--- src/rtl/mem_access_ctrl.sv ---
// ============================================================================
// Module  : mem_access_ctrl
// Brief   : MEM-stage controller. Runs the dcache request/dhit handshake,
//           captures load data and drives the MEM/WB latch inputs, enable,
//           flush and the upstream stall. Optional counters: MEM_ACCESS_PERF_EN
// Rev     : 1.0 - initial release
// ============================================================================
`default_nettype none

module mem_access_ctrl #(
    parameter int WORD_W = 32,
    parameter int REG_W  = 5
) (
    input  logic              CLK,
    input  logic              RST,
    input  logic              dREN_i,
    input  logic              dWEN_i,
    input  logic [WORD_W-1:0] addr_i,
    input  logic [WORD_W-1:0] store_i,
    input  logic [WORD_W-1:0] imm_in,
    input  logic [WORD_W-1:0] pc4_in,
    input  logic [REG_W-1:0]  wsel_in,
    input  logic              RegWr_in,
    input  logic [1:0]        MemToReg_in,
    input  logic              halt_in,
    input  logic              flush_req,
    input  logic              dhit,
    input  logic [WORD_W-1:0] dmemload,
    output logic              dmemREN,
    output logic              dmemWEN,
    output logic [WORD_W-1:0] dmemaddr,
    output logic [WORD_W-1:0] dmemstore,
    output logic [WORD_W-1:0] imm_i,
    output logic [WORD_W-1:0] pc4_i,
    output logic [WORD_W-1:0] OutputPort_i,
    output logic [WORD_W-1:0] dmemload_i,
    output logic [REG_W-1:0]  wsel_i,
    output logic              RegWr_i,
    output logic              halt_i,
    output logic [1:0]        MemToReg_i,
    output logic              memwb_en,
    output logic              memwb_flush,
`ifdef MEM_ACCESS_PERF_EN
    output logic [31:0]       mem_access_cnt,
    output logic [31:0]       mem_stall_cnt,
`endif
    output logic              mem_stall
);

    typedef enum logic [1:0] {
        S_IDLE   = 2'd0,
        S_BUSY   = 2'd1,
        S_DONE   = 2'd2,
        S_HALTED = 2'd3
    } state_t;

    state_t            r_state;
    logic [WORD_W-1:0] r_load_q;
    logic              r_flush_pend;
    logic              r_ren;
    logic              r_wen;
    logic              w_req;

    assign w_req = dREN_i | dWEN_i;

    assign imm_i        = imm_in;
    assign pc4_i        = pc4_in;
    assign wsel_i       = wsel_in;
    assign RegWr_i      = RegWr_in;
    assign MemToReg_i   = MemToReg_in;
    assign OutputPort_i = addr_i;
    assign halt_i       = halt_in;
    assign dmemaddr     = addr_i;
    assign dmemstore    = store_i;

    always_ff @(posedge CLK or posedge RST) begin
        if (RST) begin
            r_state      <= S_IDLE;
            r_load_q     <= '0;
            r_flush_pend <= 1'b0;
            r_ren        <= 1'b0;
            r_wen        <= 1'b0;
        end else begin
            unique case (r_state)
                S_IDLE: begin
                    if (w_req) begin
                        r_ren        <= dREN_i & ~dWEN_i;
                        r_wen        <= dWEN_i;
                        r_flush_pend <= flush_req;
                        r_state      <= S_BUSY;
                    end else if (halt_in) begin
                        r_state <= S_HALTED;
                    end
                end
                S_BUSY: begin
                    r_flush_pend <= r_flush_pend | flush_req;
                    if (dhit) begin
                        // Stores complete through the same path but must not disturb load data.
                        if (r_ren) begin
                            r_load_q <= dmemload;
                        end
                        r_ren   <= 1'b0;
                        r_wen   <= 1'b0;
                        r_state <= S_DONE;
                    end
                end
                S_DONE: begin
                    r_flush_pend <= 1'b0;
                    r_state      <= halt_in ? S_HALTED : S_IDLE;
                end
                S_HALTED: begin
                    r_state <= S_HALTED;
                end
                default: begin
                    r_state <= S_IDLE;
                end
            endcase
        end
    end

    // Issue-cycle strobes come straight from the inputs; gating with RST keeps
    // an in-flight request from re-issuing while reset is held.
    always_comb begin
        dmemREN     = 1'b0;
        dmemWEN     = 1'b0;
        mem_stall   = 1'b0;
        memwb_en    = 1'b1;
        memwb_flush = 1'b0;
        dmemload_i  = dmemload;
        unique case (r_state)
            S_IDLE: begin
                dmemREN     = ~RST & dREN_i & ~dWEN_i;
                dmemWEN     = ~RST & dWEN_i;
                mem_stall   = ~RST & w_req;
                memwb_en    = ~w_req;
                memwb_flush = ~w_req & flush_req;
            end
            S_BUSY: begin
                dmemREN   = r_ren;
                dmemWEN   = r_wen;
                mem_stall = 1'b1;
                memwb_en  = 1'b0;
            end
            S_DONE: begin
                memwb_flush = r_flush_pend | flush_req;
                dmemload_i  = r_load_q;
            end
            S_HALTED: begin
                mem_stall = 1'b1;
                memwb_en  = 1'b0;
            end
            default: begin
                memwb_en = 1'b1;
            end
        endcase
    end

`ifdef MEM_ACCESS_PERF_EN
    logic [31:0] r_access_cnt;
    logic [31:0] r_stall_cnt;

    always_ff @(posedge CLK or posedge RST) begin
        if (RST) begin
            r_access_cnt <= '0;
            r_stall_cnt  <= '0;
        end else begin
            if (r_state == S_IDLE && w_req) begin
                r_access_cnt <= r_access_cnt + 32'd1;
            end
            if (mem_stall && r_state != S_HALTED) begin
                r_stall_cnt <= r_stall_cnt + 32'd1;
            end
        end
    end

    assign mem_access_cnt = r_access_cnt;
    assign mem_stall_cnt  = r_stall_cnt;
`endif

endmodule

`default_nettype wire

--- config.mk ---
export PLATFORM = sky130hd
export DESIGN_NAME = mem_access_ctrl
export DESIGN_NICKNAME = d
export VERILOG_FILES = /design/src/rtl/mem_access_ctrl.sv
export SDC_FILE = /design/constraint.sdc
export NUM_CORES = 1
export LEC_CHECK = 0
export CAP_MARGIN = 0
export CORE_AREA = 2 2 150 152
export CTS_BUF_LIST = sky130_fd_sc_hd__clkbuf_8 sky130_fd_sc_hd__clkbuf_16
export CTS_CLUSTER_SIZE = 28
export DETAILED_ROUTE_END_ITERATION = 10
export DIE_AREA = 0 0 152 154
export SKIP_LAST_GASP = 1
export SLEW_MARGIN = 20
export SYNTH_ARGS = -nofsm -noshare
export SYNTH_HDL_FRONTEND = slang
export SYNTH_SLANG_ARGS = --single-unit
--- constraint.sdc ---
create_clock -name CLK -period 1.7 [get_ports CLK]
set_input_delay 0.17 -clock CLK [delete_from_list [all_inputs] [get_ports CLK]]
set_output_delay 0.17 -clock CLK [all_outputs]
set_load 0.02 [all_outputs]
* Word-level counts from Yosys, hierarchy flattened *
Index checks and enable logic that the tools add are counted.

storage, ports and cells
  flip-flop bits (word level) = 37
  input port bits = 175
  logic and storage cells = 48
  output and inout port bits = 206

operators by class
  muxes and demuxes = 18
  reduce and logical (&&, ||, !) cells = 8
  bitwise logic cells = 11
  equality and inequality tests = 6

operators by type and width
  kind                                                             count
  32-bit two-way mux                                               1
  1-bit one-hot mux with 2 select lines                            7
  2-bit two-way mux                                                4
  2-bit one-hot mux with 4 select lines                            1
  1-bit bitwise AND                                                6
  3-bit AND reduction                                              2
  2-bit == test, second input constant                             2
  1-bit two-way mux                                                4
  2-bit inequality test, second input constant                     2
  2-bit AND reduction                                              2
  3-bit inequality test, second input constant                     1
  1-bit NOT                                                        3
  1-bit one-hot mux with 3 select lines                            1
  3-bit nonzero test                                               1
  2-bit by 1-bit == test with 1-bit output, second input constant  1
  2-bit logical NOT                                                1
  1-bit OR                                                         2
  2-bit nonzero test                                               1
  2-bit OR reduction                                               1

* Logic depth before layout (Yosys ltp) *
Gate-level depths: netlist (run 1).

  word-level depth = 4
  depth in mapped cells = 6
  gate-level depth less buffers = 5

* Worst setup path after synthesis (run 1) *
No wires, ideal clock.

  kind = register to output
  from = reg r_state[0]
  to = out memwb_flush
  stages on the path, launching flop included = 6
  required time = 1.530 ns
  path slack = -0.040 ns
  data arrival time = 1.570 ns
  path through = dfrtp_1 inv_1 ha_1 or3b_1 buf_6 o21ai_1

between the ends
  word-level cells in the longest chain between the ends = 2

ends and longest elaborated chain
  what                                                       RTL line  source
  start, declared                                            57        state_t r_state;
  start signal, assigned                                     109       r_state <= halt_in ? S_HALTED : S_IDLE;
  2-bit == test / 2-bit logical NOT (equally long branches)  130       unique case (r_state)
  1-bit one-hot mux with 2 select lines *                    130
  end, declared                                              42        output logic memwb_flush,

Every way passes the cells marked *; elsewhere a longest branch is shown, timed or not.

* Worst setup path in the final report (run 1) *
  from = reg r_state[0]
  to = out memwb_en

between the ends
  word-level cells in the longest chain between the ends = 3

ends and longest elaborated chain
  what                                                                              RTL line  source
  2-bit == test / 2-bit by 1-bit == test with 1-bit output (equally long branches)  130
  2-bit OR reduction (no source line)                                               --
  1-bit one-hot mux with 2 select lines *                                           130
  end, declared                                                                     41        output logic memwb_en,

Marked as above.

==> results.md, run 1 <==
* Outcome: finished with violations
* Failing checks: negative setup slack
* Area grow syn2layout at 17.8%
* WL final at just under 10 mm
* Leak pwr at 1.72 nW
* First-pass DRT Iterations at 3
* Die area at ~0.023 mm²
* Max-Cap Viols at 0
* FP Rows at 54
* Most common flop cell mapped by yosys: dfrtp_1
* Commonest cells after routing, fill and taps aside: mux2_2 (50), clkdlybuf4s50_1 (39), dfrtp_1 (37)
* Placed cells at 529
* Wire per inst at 17.0 µm
* Root Driver: clkbuf_16
* TNS Setup at -9.59 ns
* Final GP Congestion at 0.722
* Core Util, Final at a little under a fifth
* Slew at the pin closest to its max-slew limit at 0.322 ns
* Syn Std Cell Area at roughly 0.0033 mm²
* Maximum level of the CTS H-tree at 2
* Slew Viols, Final at 0
* Largest net degree at the start of global routing at 38
* Reg clk slew, reported paths at approximately 0.070 ns
* Yosys Warn Count at 0
* RSZ-0062 raised after global routing: true
* Critical Path Start Type: flop
* Final Non-Filler Cells at between 500 and 600
* Syn Inst Count at 328
* Critical setup path kind: reg -> out
* Worst IR Drop VDD at 0.575 mV
* Final Hold Vio Count at 0
* Avg Cell Area, Syn at 10.1 µm²
* Die Wd at between 150 and 200 µm
* Num CTS Buffers at 5
* First DRT Iteration DRCs at 47
* Initial core utilization at 15.3%
* First-pass GRT wire length at 12.9 mm
* Final number of setup-violating endpoints at 71
* Yosys reg bits at 37
* Grt ovf at 0
* Slew HR at 78.3%
* Final Power at 6.66 mW
* Required @ worst endpoint at 1.53 ns
* Via-per-instance ratio at 3.50
* Hold_sp: imm_in[0]
* Min-Delay Path Class: in -> out
* DR vias at 1,980
* Die height at 154 µm
* Library cells used by synthesis at 28
* Worst Setup SP: r_state[0]$_DFFE_PP0P_
* Number of global-route vias before repair at 2,186
* Period utilisation layout at 117%
* Commonest non-fill, non-tap cell in the layout: mux2_2
* Worst Skew at about 0.004 ns
* DRC Markers at 0
* DP HPWL at 6.09 mm
* Worst reg2reg startpoint: r_state[1]$_DFFE_PP0P_
* CORE AREA at 0.0217 mm²
* Nets at 467
* Layout cell share with drive strength beyond 1 at between 60% and 70%
* GRT Overall Usage at 7.44%
* Clock buffer depth at 2
* Syn Nets at 510
* Number of synthesized flops with an enable pin at 0
* Pwr/cell area at 1700 mW/mm²
* I/O pins at 381
* Seq/Total Area, Yosys at 27.9%
* CTS sink count at 37
* Worst Path Arrival at 1.81 ns
* Crit end category: output pin
* CTS tree: built
* Setup ws final at -0.285 ns
* ANT cells at 0
* Remaining antenna violation count at 0
* Async S/R FF share, synth at 100%
* Worst Path Max Fanout at 3
* Port bufs at 76
* Clk_lat worst skew at 0.29 ns
* Period minus WS final at 1.98 ns
* Initial antenna violation count at 0
* Max Clk Rate at 504 MHz
==> worst max-delay path, cell delays in order, from the launching register on <==
cell      delay [ns]
dfrtp_1         0.39
inv_2           0.10
buf_6           0.11
ha_4            0.12
or3b_4          0.40
buf_4           0.15
buf_6           0.11
nand2b_4        0.05
buf_6           0.11
==> logic make-up after synthesis <==
logic type / count (synthesis) / synth area share [%]
AO/OA/AOI/OAI: 20 / 4.22
buffers and inverters: 184 / 40.6
flip-flops: 37 / 27.9
AND/OR/NAND/NOR: 14 / 2.41
multiplexers: 66 / 22.3
adder cells (fa/ha/maj): 7 / 2.64
==> sequential cells by signal, summed over array words and instances, names as in the netlist <==
name          cells
r_load_q         32
r_wen             1
r_flush_pend      1
r_ren             1
r_state           2
==> Yosys cell counts, types with 2 or more instances <==
| library cell | number | area, µm² |
|---|---|---|
| o21ai_0 | 2 | 10.0 |
| mux2i_1 | 2 | 20.0 |
| nor2_1 | 2 | 7.51 |
| a21o_1 | 2 | 15.0 |
| dfrtp_1 | 37 | 926 |
| a21oi_1 | 5 | 25.0 |
| mux2_1 | 2 | 22.5 |
| inv_1 | 6 | 22.5 |
| buf_6 | 2 | 22.5 |
| a31oi_1 | 2 | 12.5 |
| nand2b_1 | 3 | 18.8 |
| mux2_2 | 62 | 698 |
| nand2_1 | 4 | 15.0 |
| ha_1 | 7 | 87.6 |
| nor2b_1 | 2 | 12.5 |
| buf_2 | 7 | 35.0 |
| buf_4 | 169 | 1270 |
| a211oi_1 | 2 | 15.0 |
==> worst paths after layout <==
kind / to / slack, ns / cells past startpoint
worst max-delay path: memwb_en / -0.28 / 8
worst min-delay path: imm_i[0] / 0.34 / 0
worst max register to register: r_state[1]$_DFFE_PP0P_ / -0.14 / 8
worst min register to register: r_load_q[0]$_DFFE_PP0P_ / 0.50 / 1
max in group asynchronous: r_load_q[22]$_DFFE_PP0P_ / 1.00 / 4
min in group asynchronous: r_wen$_DFFE_PP0P_ / 0.46 / 4
==> metal layers <==
layer	global-route usage (%)	wire [µm]
met5	0	0
met4	7.12	723
met3	4.14	1070
met2	11.5	4540
met1	6.93	3290
==> area by class of cell <==
| type | instances | area (µm²) |
|---|---|---|
| Fill cell | 2361 | 17800 |
| Clock buffer | 5 | 125 |
| Timing Repair Buffer | 128 | 1210 |
| Clock inverter | 3 | 21.3 |
| Inverter | 6 | 22.5 |
| Tap cell | 280 | 350 |
| Sequential cell | 37 | 926 |
| Multi-Input combinational cell | 107 | 1260 |
==> report_power, final <==
group	internal (mW)	total, mW	switching, mW	leakage [nW]
registers	1.32	1.56	0.238	0.460
logic	2.32	4.09	1.76	1.19
clock network	0.549	1.01	0.464	0.0702
total	4.19	6.66	2.46	1.72
==> stage by stage <==
| stage | hold slack, ns | area (µm²) | worst slack, ns |
|---|---|---|---|
| floorplan | 0.302 | 3330 | 0.0540 |
| global placement | 0.340 | 3350 | -0.246 |
| detailed placement | 0.340 | 3350 | -0.318 |
| CTS | 0.340 | 3820 | -0.319 |
| global route | 0.340 | 3920 | -0.374 |
| finish | 0.340 | 3920 | -0.285 |
==> repair_timing <==
item | CTS | global route
pin swaps | 4 | 7
buffers inserted | 11 | 19
resized for setup | 106 | 108
hold buffers | 0 | 0
setup endpoints to repair | 71 | 73
cloned | 4 | 4
Note: power is estimated with default switching activity, not from simulation.
==> run 2, diff against run 1 <==
- CAP_MARGIN: 0 -> 5
- CTS_BUF_LIST: sky130_fd_sc_hd__clkbuf_8 sky130_fd_sc_hd__clkbuf_16 -> not set
==> results of run 2 <==
The final DEF is identical to that of run 1; final timing and power are the same.
==> patch (config.mk and constraints of run 2) <==
`REG_W`: 5 -> 7.
--- a/src/rtl/mem_access_ctrl.sv
+++ b/src/rtl/mem_access_ctrl.sv
@@ -9,7 +9,7 @@
 
 module mem_access_ctrl #(
     parameter int WORD_W = 32,
-    parameter int REG_W  = 5
+    parameter int REG_W  = 7
 ) (
     input  logic              CLK,
     input  logic              RST,
Ports: changed (resized wsel_i and wsel_in); port bits go from 381 to 385. The function was not compared with the original's and may differ.
==> patch against run 2 <==
  * The run still ends with negative setup slack left
  * Critical path type unchanged
  * Power is 5.4% higher
  * First-iteration DRC count decreased by 43%
  * Combinational power is 9.0% higher
  * Largest cell class unchanged
  * Sequential cell count did not move
  * Via count is 1.0% higher
  * Critical path depth down 1
  * Synthesized area grew 0.45%
  * Worst setup slack gained 0.035 ns
  * Register-to-register slack gained 0.02 ns
  * Wire length is 2.4% higher
  * Clock power is 4% lower
  * Design area increased by 3.6%
==> patch: results (changes against run 2) <==
outcome: "finished with violations"  # unchanged
violations: "negative setup slack"  # unchanged
clk_pin_slew_ns: 0.06
grt_max_degree: 30  # was 38
setup_viol: 72  # was 71
ys_top_cells_by_area: "buf_4 (38%), dfrtp_1 (28%), mux2_2 (21%), ha_1 (2.6%), buf_2 (1.0%)"  # was buf_4 (38%), dfrtp_1 (28%), mux2_2 (21%), ha_1 (2.6%), buf_2 (1.1%)
r2r_slack_ns: -0.12  # was -0.14 ns
htree_levels: 2  # unchanged
async_reset_ff_share_pct: 100  # unchanged
hpwlAfterDp_mm: 6.21  # was 6.09 mm
track_usage_pct: 7.63  # was 7.44%
portBuffers: 76  # unchanged
p_switching_mw: 2.48  # was 2.46 mW
syn_area_per_cell_sq_um: 10.1  # about the same
peakVddDrop_uv: 709  # was 575 uV
avgViaCountPerCell: 3.57  # was 3.50
power_mw: 7.02  # was 6.66 mW
reg2reg_to: "r_load_q[22]"  # was r_state[1]
synth_common_cells: "buf_4 (171), mux2_2 (62), dfrtp_1 (37)"  # was buf_4 (169), mux2_2 (62), dfrtp_1 (37)
final_nets: 464  # was 467
seq_area_frac_synth_pct: 27.7  # was 27.9%
grt_pass1_wl_mm: 13.1  # was 12.9 mm
fin_ws_ns: -0.250  # was -0.285 ns
firstDrtPassIters: 5  # was 3
drt-total-wl_mm: 9.86  # was 9.63 mm
post-place-cells: 526  # was 529
worst_clock_skew_ns: 0.00736  # was 0.00394 ns
p_clk_mw: 0.968  # was 1.01 mW
drtIter0Drc: 27  # was 47
ctsRootBufferMaster: "clkbuf_16"  # unchanged
slowest_stage: "dfrtp_1"  # was or3b_4
place_ws_ns: -0.370  # was -0.318 ns
path_max_fanout: 2  # was 3
crit_end: "memwb_flush"  # was memwb_en
power.leakage_nw: 1.86  # was 1.72 nW
arrival_ns: 1.78  # was 1.81 ns
globalplace.congestion: 0.698  # was 0.722
max_slew.worst_pin.slew_ns: 0.384  # was 0.322 ns
drive_above_1_share_pct: 62.6  # was 64.7%
dr_total_vias: 2000  # was 1980
syn_nets: 514  # was 510
[patch: what timing repair did]
action,CTS,global route
setup buffers,13,14
setup endpoints to repair,71,73
cloned,2,3
pin swaps,4,4
resized for setup,137,145
hold buffers,0,0
endpoints found under the hold margin,0,0
[patch: cell families after synthesis]
family	synth area share (%)
compound gates	4.20
flops	27.7
simple gates	2.40
fa+ha+maj	2.62
buf+inv	40.9
mux	22.2
[patch: area by class of cell]
type,instances,area [sq um]
sequential,37,926
tap,280,350
fill,2357,17600
inverter,6,22.5
clock inverter,2,15.0
multi-input combinational,107,1360
timing repair buffer,123,1260
clock buffer,6,129
[patch: worst reg2reg max path: stages (launching register included)]
cell	delay (ns)
dfrtp_1	0.41
inv_2	0.08
buf_4	0.13
buf_6	0.12
ha_4	0.15
buf_6	0.11
nand3_4	0.16
clkbuf_16	0.23
mux2_4	0.30
[patch: per-layer routing]
metal  share of wire, %  vias up  GRT usage [%]
met5                  0        -              0
met4                7.9        0           6.63
met3                 13       90           4.85
met2                 47      175           12.3
met1                 32      919           6.57
li1                   -      816              -
[patch: how the worst min path moves through the flow]
stage                      startpoint          endpoint  cells past startpoint
after global placement    store_i[16]     dmemstore[16]                      0
after CTS                 store_i[16]     dmemstore[16]                      0
after detailed placement  store_i[16]     dmemstore[16]                      0
after global routing       pc4_in[23]         pc4_i[23]                      0
final                      addr_i[17]  OutputPort_i[17]                      0
after floorplan           dmemload[1]       r_load_q[1]                      1
[patch: through the flow]
| stage | instance area [sq um] | TNS (ns) | hold slack, ns |
|---|---|---|---|
| floorplan | 3340 | 0 | 0.302 |
| global placement | 3300 | -11.72 | 0.340 |
| detailed placement | 3300 | -14.22 | 0.340 |
| CTS | 3740 | -11.85 | 0.340 |
| global route | 4060 | -12.93 | 0.340 |
| finish | 4060 | -8.12 | 0.340 |
